===== config.mk =====
export PLATFORM = sky130hd
export DESIGN_NAME = padder_576
export DESIGN_NICKNAME = d
export VERILOG_FILES = /design/src/rtl/padder_pkg.sv /design/src/rtl/padder_pad_gen.sv /design/src/rtl/padder_576.sv
export SDC_FILE = /design/constraint.sdc
export NUM_CORES = 1
export LEC_CHECK = 0
export CORE_AREA = 8 8 454 456
export CTS_BUF_LIST = sky130_fd_sc_hd__clkbuf_8 sky130_fd_sc_hd__clkbuf_16
export CTS_CLUSTER_SIZE = 14
export DETAILED_ROUTE_END_ITERATION = 10
export DIE_AREA = 0 0 462 464
export DONT_BUFFER_PORTS = 1
export HOLD_SLACK_MARGIN = 0.12
export PLACE_DENSITY_LB_ADDON = 0.08
export SLEW_MARGIN = 20
export SYNTH_ARGS = -nofsm -noshare
export SYNTH_HDL_FRONTEND = slang
export SYNTH_SLANG_ARGS = --single-unit

===== constraint.sdc =====
create_clock -name clk -period 26 [get_ports clk]
set_input_delay 5.2 -clock clk [delete_from_list [all_inputs] [get_ports clk]]
set_output_delay 5.2 -clock clk [all_outputs]
set_load 0.02 [all_outputs]

===== src/rtl/padder_pkg.sv =====
// padder_pkg: shared constants for the 576-bit SHA3 padder.
// PADDER_LEGACY_KECCAK_EN selects the original Keccak pad byte 0x01 instead of 0x06.
package padder_pkg;
    localparam int RATE_BYTES = 72;
    localparam int RATE_BITS  = 8 * RATE_BYTES;
    localparam int BYTE_NUM_W = 10;
    localparam logic [BYTE_NUM_W-1:0] FULL_N = BYTE_NUM_W'(RATE_BYTES);
`ifdef PADDER_LEGACY_KECCAK_EN
    localparam logic [7:0] PAD_FIRST_BYTE = 8'h01;
`else
    localparam logic [7:0] PAD_FIRST_BYTE = 8'h06;
`endif
    localparam logic [7:0] PAD_LAST_BYTE = 8'h80;
    localparam logic [RATE_BITS-1:0] PAD_BLOCK = {PAD_FIRST_BYTE, {(RATE_BITS-16){1'b0}}, PAD_LAST_BYTE};
endpackage


===== src/rtl/padder_pad_gen.sv =====
// padder_pad_gen: combinational multi-rate padding of a final block holding byte_num valid bytes.
module padder_pad_gen
    import padder_pkg::*;
(
    input  logic [RATE_BITS-1:0]  in,
    input  logic [BYTE_NUM_W-1:0] byte_num,
    output logic [RATE_BITS-1:0]  out
);
    logic [BYTE_NUM_W-1:0] w_n;
    assign w_n = (byte_num > FULL_N) ? FULL_N : byte_num;
    for (genvar i = 0; i < RATE_BYTES; i++) begin : g_byte
        logic [7:0] w_sel;
        assign w_sel = (BYTE_NUM_W'(i) < w_n)  ? in[RATE_BITS-1-8*i -: 8] :
                       (BYTE_NUM_W'(i) == w_n) ? PAD_FIRST_BYTE : 8'h00;
        if (i == RATE_BYTES - 1) begin : g_last
            // a full block carries no padding; the trailing bit goes in the extra block
            assign out[7:0] = w_sel | ((w_n != FULL_N) ? PAD_LAST_BYTE : 8'h00);
        end else begin : g_mid
            assign out[RATE_BITS-1-8*i -: 8] = w_sel;
        end
    end
endmodule


===== src/rtl/padder_576.sv =====
// padder_576: SHA3-512 rate padder with a one-entry output buffer and extra pad-block generation.
// Define PADDER_LEGACY_KECCAK_EN for original Keccak padding (first pad byte 0x01).
module padder_576
    import padder_pkg::*;
(
    input  logic                  clk,
    input  logic                  reset,
    input  logic [RATE_BITS-1:0]  in,
    input  logic                  in_ready,
    input  logic                  is_last,
    input  logic [BYTE_NUM_W-1:0] byte_num,
    output logic                  buffer_full,
    output logic [RATE_BITS-1:0]  out,
    output logic                  out_ready,
    input  logic                  f_ack
);
    logic [RATE_BITS-1:0] r_out;
    logic                 r_full;
    logic                 r_extra;
    logic [RATE_BITS-1:0] w_pad;

    padder_pad_gen u_pad (
        .in       (in),
        .byte_num (byte_num),
        .out      (w_pad)
    );

    always_ff @(posedge clk or posedge reset) begin
        if (reset) begin
            r_out   <= '0;
            r_full  <= 1'b0;
            r_extra <= 1'b0;
        end else if (r_full) begin
            // input is held off while full; an ack either frees the buffer or swaps in the pad block
            if (f_ack) begin
                if (r_extra) r_out <= PAD_BLOCK;
                r_full  <= r_extra;
                r_extra <= 1'b0;
            end
        end else if (in_ready) begin
            r_out   <= is_last ? w_pad : in;
            r_full  <= 1'b1;
            r_extra <= is_last && (byte_num >= FULL_N);
        end
    end

    assign out         = r_out;
    assign out_ready   = r_full;
    assign buffer_full = r_full;
endmodule


* Yosys cells after proc, flatten, opt, wreduce, memory -nomap -nowiden *
Index checks and enable logic that the tools add are counted.

word-level totals
  bits in registers = 578
  input port bits = 591
  output and inout port bits = 578
  word-level logic and storage cells = 314

cells by class
  magnitude comparators = 74
  eq/ne operators = 74
  muxes and demuxes = 157
  bitwise operators = 1
  reduce and logical (&&, ||, !) cells = 5

operators with widths
  kind                 number
  $mux 576             5
  $mux 8               73
  $eq 6x10->1 const A  32
  $lt 6x10->1 const A  32
  $mux 3               72
  $eq 5x10->1 const A  16
  $lt 5x10->1 const A  16
  $eq 4x10->1 const A  8
  $eq 7x10->1 const A  8
  $lt 4x10->1 const A  8
  $lt 7x10->1 const A  8
  $eq 3x10->1 const A  4
  $lt 3x10->1 const A  4
  $eq 2x10->1 const A  2
  $lt 1x10->1 const A  2
  $lt 2x10->1 const A  2
  $eq 1x10->1 const A  1
  $ge 10x7->1 const B  1
  $gt 10x7->1 const B  1
  $logic_not 10->1     1
  $mux 10              1
  $ne 10x7->1 const B  1
  $or 8x8->8           1
  $mux 1               6
  6 further kinds      6

* Logic depth before layout (Yosys ltp) *
  depth in word-level cells = 9
  depth in mapped cells = 8
  depth with buffers taken out = 5

* Modules after synthesis *
Synthesis repeated with hierarchy kept, for this count alone.

second synthesis, totals
  cell total of the unflattened synthesis = 3483
  area, all modules = 35047.4 um^2

modules (own cells, without submodules)
  module          instances  cells each  area each (um^2)  sequential area each (um^2)
  padder_576      1          2581        29204.3           14463.9
  padder_pad_gen  1          902         5843.1            0.0

* Worst setup path before layout *
OpenSTA, ideal clock, no wires.

  kind = input port to flip-flop
  start point = in byte_num[5]
  end point = reg r_out[17], in the netlist out[17]
  library setup time = 126 ps
  data arrival time = 6912 ps
  data required time = 25874 ps
  slack = 18962 ps
  stages = 7
  buffers on the path = 2
  cells stage by stage = buf_2 o31a_1 buf_2 nor3_1 o41a_1 a21oi_1 a221o_1

between the ends
  word-level cells in the longest chain between the ends = 8
  elaborated cells between the ends (all ways) = 9
  those cells by class = 2 x order compare; 1 x eq/ne; 6 x mux

ends and longest elaborated chain
  what                                                 RTL line              text
  start, declared                                      padder_576.sv:11      input logic [BYTE_NUM_W-1:0] byte_num,
  $gt 10x7->1                                          padder_pad_gen.sv:10  assign w_n = (byte_num > FULL_N) ? FULL_N : byte_num;
  $mux 10 *                                            padder_pad_gen.sv:10
  branches (longest 2 deep; another with $lt 7x10->1)  n/a
  $mux 8 *                                             padder_pad_gen.sv:13  assign w_sel = (BYTE_NUM_W'(i) < w_n) ? in[RATE_BITS-1-8*i -: 8] :
  $mux 576 *                                           padder_576.sv:41      r_out <= is_last ? w_pad : in;
  $mux 576 *                                           padder_576.sv:40      end else if (in_ready) begin
  $mux 576 *                                           padder_576.sv:33      end else if (r_full) begin
  end signal, assigned                                 padder_576.sv:41
  end, declared                                        padder_576.sv:17      logic [RATE_BITS-1:0] r_out;

Every way passes the cells marked *. The select of a mux whose other input is x is not followed.
A chain may end at the register's enable or synchronous reset.

==> qor.csv <==
metric;value;unit
ant_nets;0;
ys_async_sr_fraction;100.0;%
ff_latch_area;14460;um^2
finalCriticalPeriod;7.959;ns
clk_latency;0.69;ns
fin_worst_skew;0.01915;ns
hold_path.class;reg -> reg;
netlist_instances;1716;
area_growth;27.32;%
clock_sinks;578;
postCtsHoldBufs;0;
synth_nets;2307;
setup_slack;18.04;ns
drv_slew;0;
antenna_found_initial;53;
remaining_drc_errors;0;
synth_ff_type;dfrtp_1;
viasPerCell;3.852;
rows;164;
relSlewSlack;19.95;%
gp_congestion;0.8119;
first_pass_iters;5;
ir_worst_vdd;0.00008086;V
worst_slew_pin_slew;1.196;ns
syn-cell-area;22480;um^2
cts_max_level;3;
fin_crit_sh;30.61;%
outcome;finished, final reports clean;
fillers;22220;
ys_ff_latch;578;
die_area;214400;um^2
cts_resized;0;
coreArea;198600;um^2
wl_per_cell;36.30;um
final.setup.tns;0;ns
fin_nets;2327;
critical_path_class;in -> async;
cts_tree;yes;
crit_fanout;77;
dr.first_iter.drc_count;1059;
final_layout_size_suffix_gt1_share;13.84;%
hpwl;132000;um
die_h;464;um
overflow;0;
yosysUniqueCellTypes;73;
finalSetupViolCount;0;
grt_pass1_wl;207300;um
routed_wl;162300;um
num_vias;17220;
dp_slack;17.13;ns
die_w;462;um
cp-start-kind;primary input;
cts_buffers;81;
end_kind;async pin;
grt_max_degree;202;
pin_count;1169;
powerDensity;150.1;nW/um^2
grt_usage;14.42;%
fmax;125.7;MHz
clk_pin_slew_worst_paths;0.06;ns
synth-edff-count;0;
cts-root-buf;clkbuf_16;
arrival;8.66;ns
rsz0062_at_grt;no;
clockBufferDepth;3;
hold_viol;0;
initial_core_util;11.32;%
synth.avg_cell_area;13.10;um^2
post_cts_buffers;0;
multi_input_area;7749;um^2
max_cap_viol_count;0;
ys_warn_count;0;
power;4.296;mW
yosysSeqAreaShare;64.35;%
io_buffer_count;0;
crit_required;26.71;ns
first_global_vias;18080;
p_leak;11.76;nW
==> flip-flops by register name (all words and copies together), names as in the netlist <==
register and flops:
out 576, buffer_full 1, r_extra 1
==> synth_stat cells, drive strengths merged, types with 10 or more instances <==
| cell | instances | area, um^2 |
|---|---|---|
| a21oi | 32 | 190.2 |
| a221o | 70 | 700.7 |
| a22o | 437 | 3827 |
| a31oi | 14 | 87.58 |
| a32o | 13 | 130.1 |
| buf | 22 | 106.4 |
| clkbuf | 90 | 337.8 |
| dfrtp | 578 | 14460 |
| nand2 | 100 | 375.4 |
| nand2b | 15 | 93.84 |
| nand3 | 26 | 140.1 |
| nand4 | 10 | 62.56 |
| nor2 | 67 | 259.0 |
| nor3 | 31 | 191.4 |
| nor4 | 11 | 83.83 |
| o21ai | 56 | 280.3 |
| o31ai | 16 | 138.9 |
| or2 | 12 | 75.07 |
==> cells by family after synthesis <==
logic type      after synthesis  share of synthesized area [%]
mux                           7                         0.3118
flops                       578                          64.35
buf+inv                     117                          2.060
compound gates              698                          26.21
simple gates                316                          7.065
==> cell type report <==
class	instances	area share, %
repair buffers	49	1.417
clock buffers	98	7.980
clock inverters	48	1.124
flip-flops and latches	578	50.55
well taps	2656	11.61
multi-input cells	1021	27.08
inverters	5	0.09182
diodes	17	0.1487
==> where the power goes <==
| group | total (mW) | switching, mW | internal [mW] |
|---|---|---|---|
| combinational | 0.827 | 0.457 | 0.370 |
| clock | 1.09 | 0.459 | 0.634 |
| sequential | 2.38 | 1.07 | 1.31 |
==> worst paths after layout <==
check	start	end	slack (ns)	cells after the start
worst max register to register	buffer_full	out[295]	21.55	8
worst max-delay path	reset	out[232]	18.04	5
worst min-delay path	r_extra	buffer_full	0.65	2
max in group clk	in_ready	out[295]	18.04	7
min in group asynchronous	reset	out[163]	4.42	1
worst min register to register	r_extra	buffer_full	0.65	2
==> per-layer routing <==
layer  global-route usage [%]  up-vias  part of all wire (%)
met5                        0        -                 0.086
met4                    3.522       20                   2.2
met3                    6.248      198                    11
met2                    25.55     1158                    50
met1                    15.79     9029                    36
li1                         -     6819                     -
==> critical path, stage by stage <==
cell   delay [ns]
inv_8        0.39
buf_4        0.77
buf_4        0.64
buf_4        0.64
buf_4        0.74
==> cell usage in the layout, fill, tap and decap left out, drive strengths merged, types with 12 or more instances in the layout <==
cell type,netlist,final
or2,12,12
inv,5,28
diode,0,17
clkbuf,90,98
nor3,31,31
buf,22,49
o21ai,56,56
a221o,70,70
nand2b,15,15
dfrtp,578,578
clkinv,0,19
a32o,13,13
nand2,100,100
nand3,26,26
nor2,67,67
a31oi,14,14
o31ai,16,16
a21oi,32,32
a22o,437,437
==> stage by stage <==
stage	hold WS [ns]	util, %	std cells	cell area [um^2]
floorplan	0.5072	-	1716	22480
global placement	0.6503	13.05	4307	25920
detailed placement	0.6501	13.06	4309	25940
CTS	0.6620	14.37	4455	28550
global route	0.6731	14.39	4460	28580
finish	0.6534	14.41	4472	28610
(Power assumes the default switching activity.)
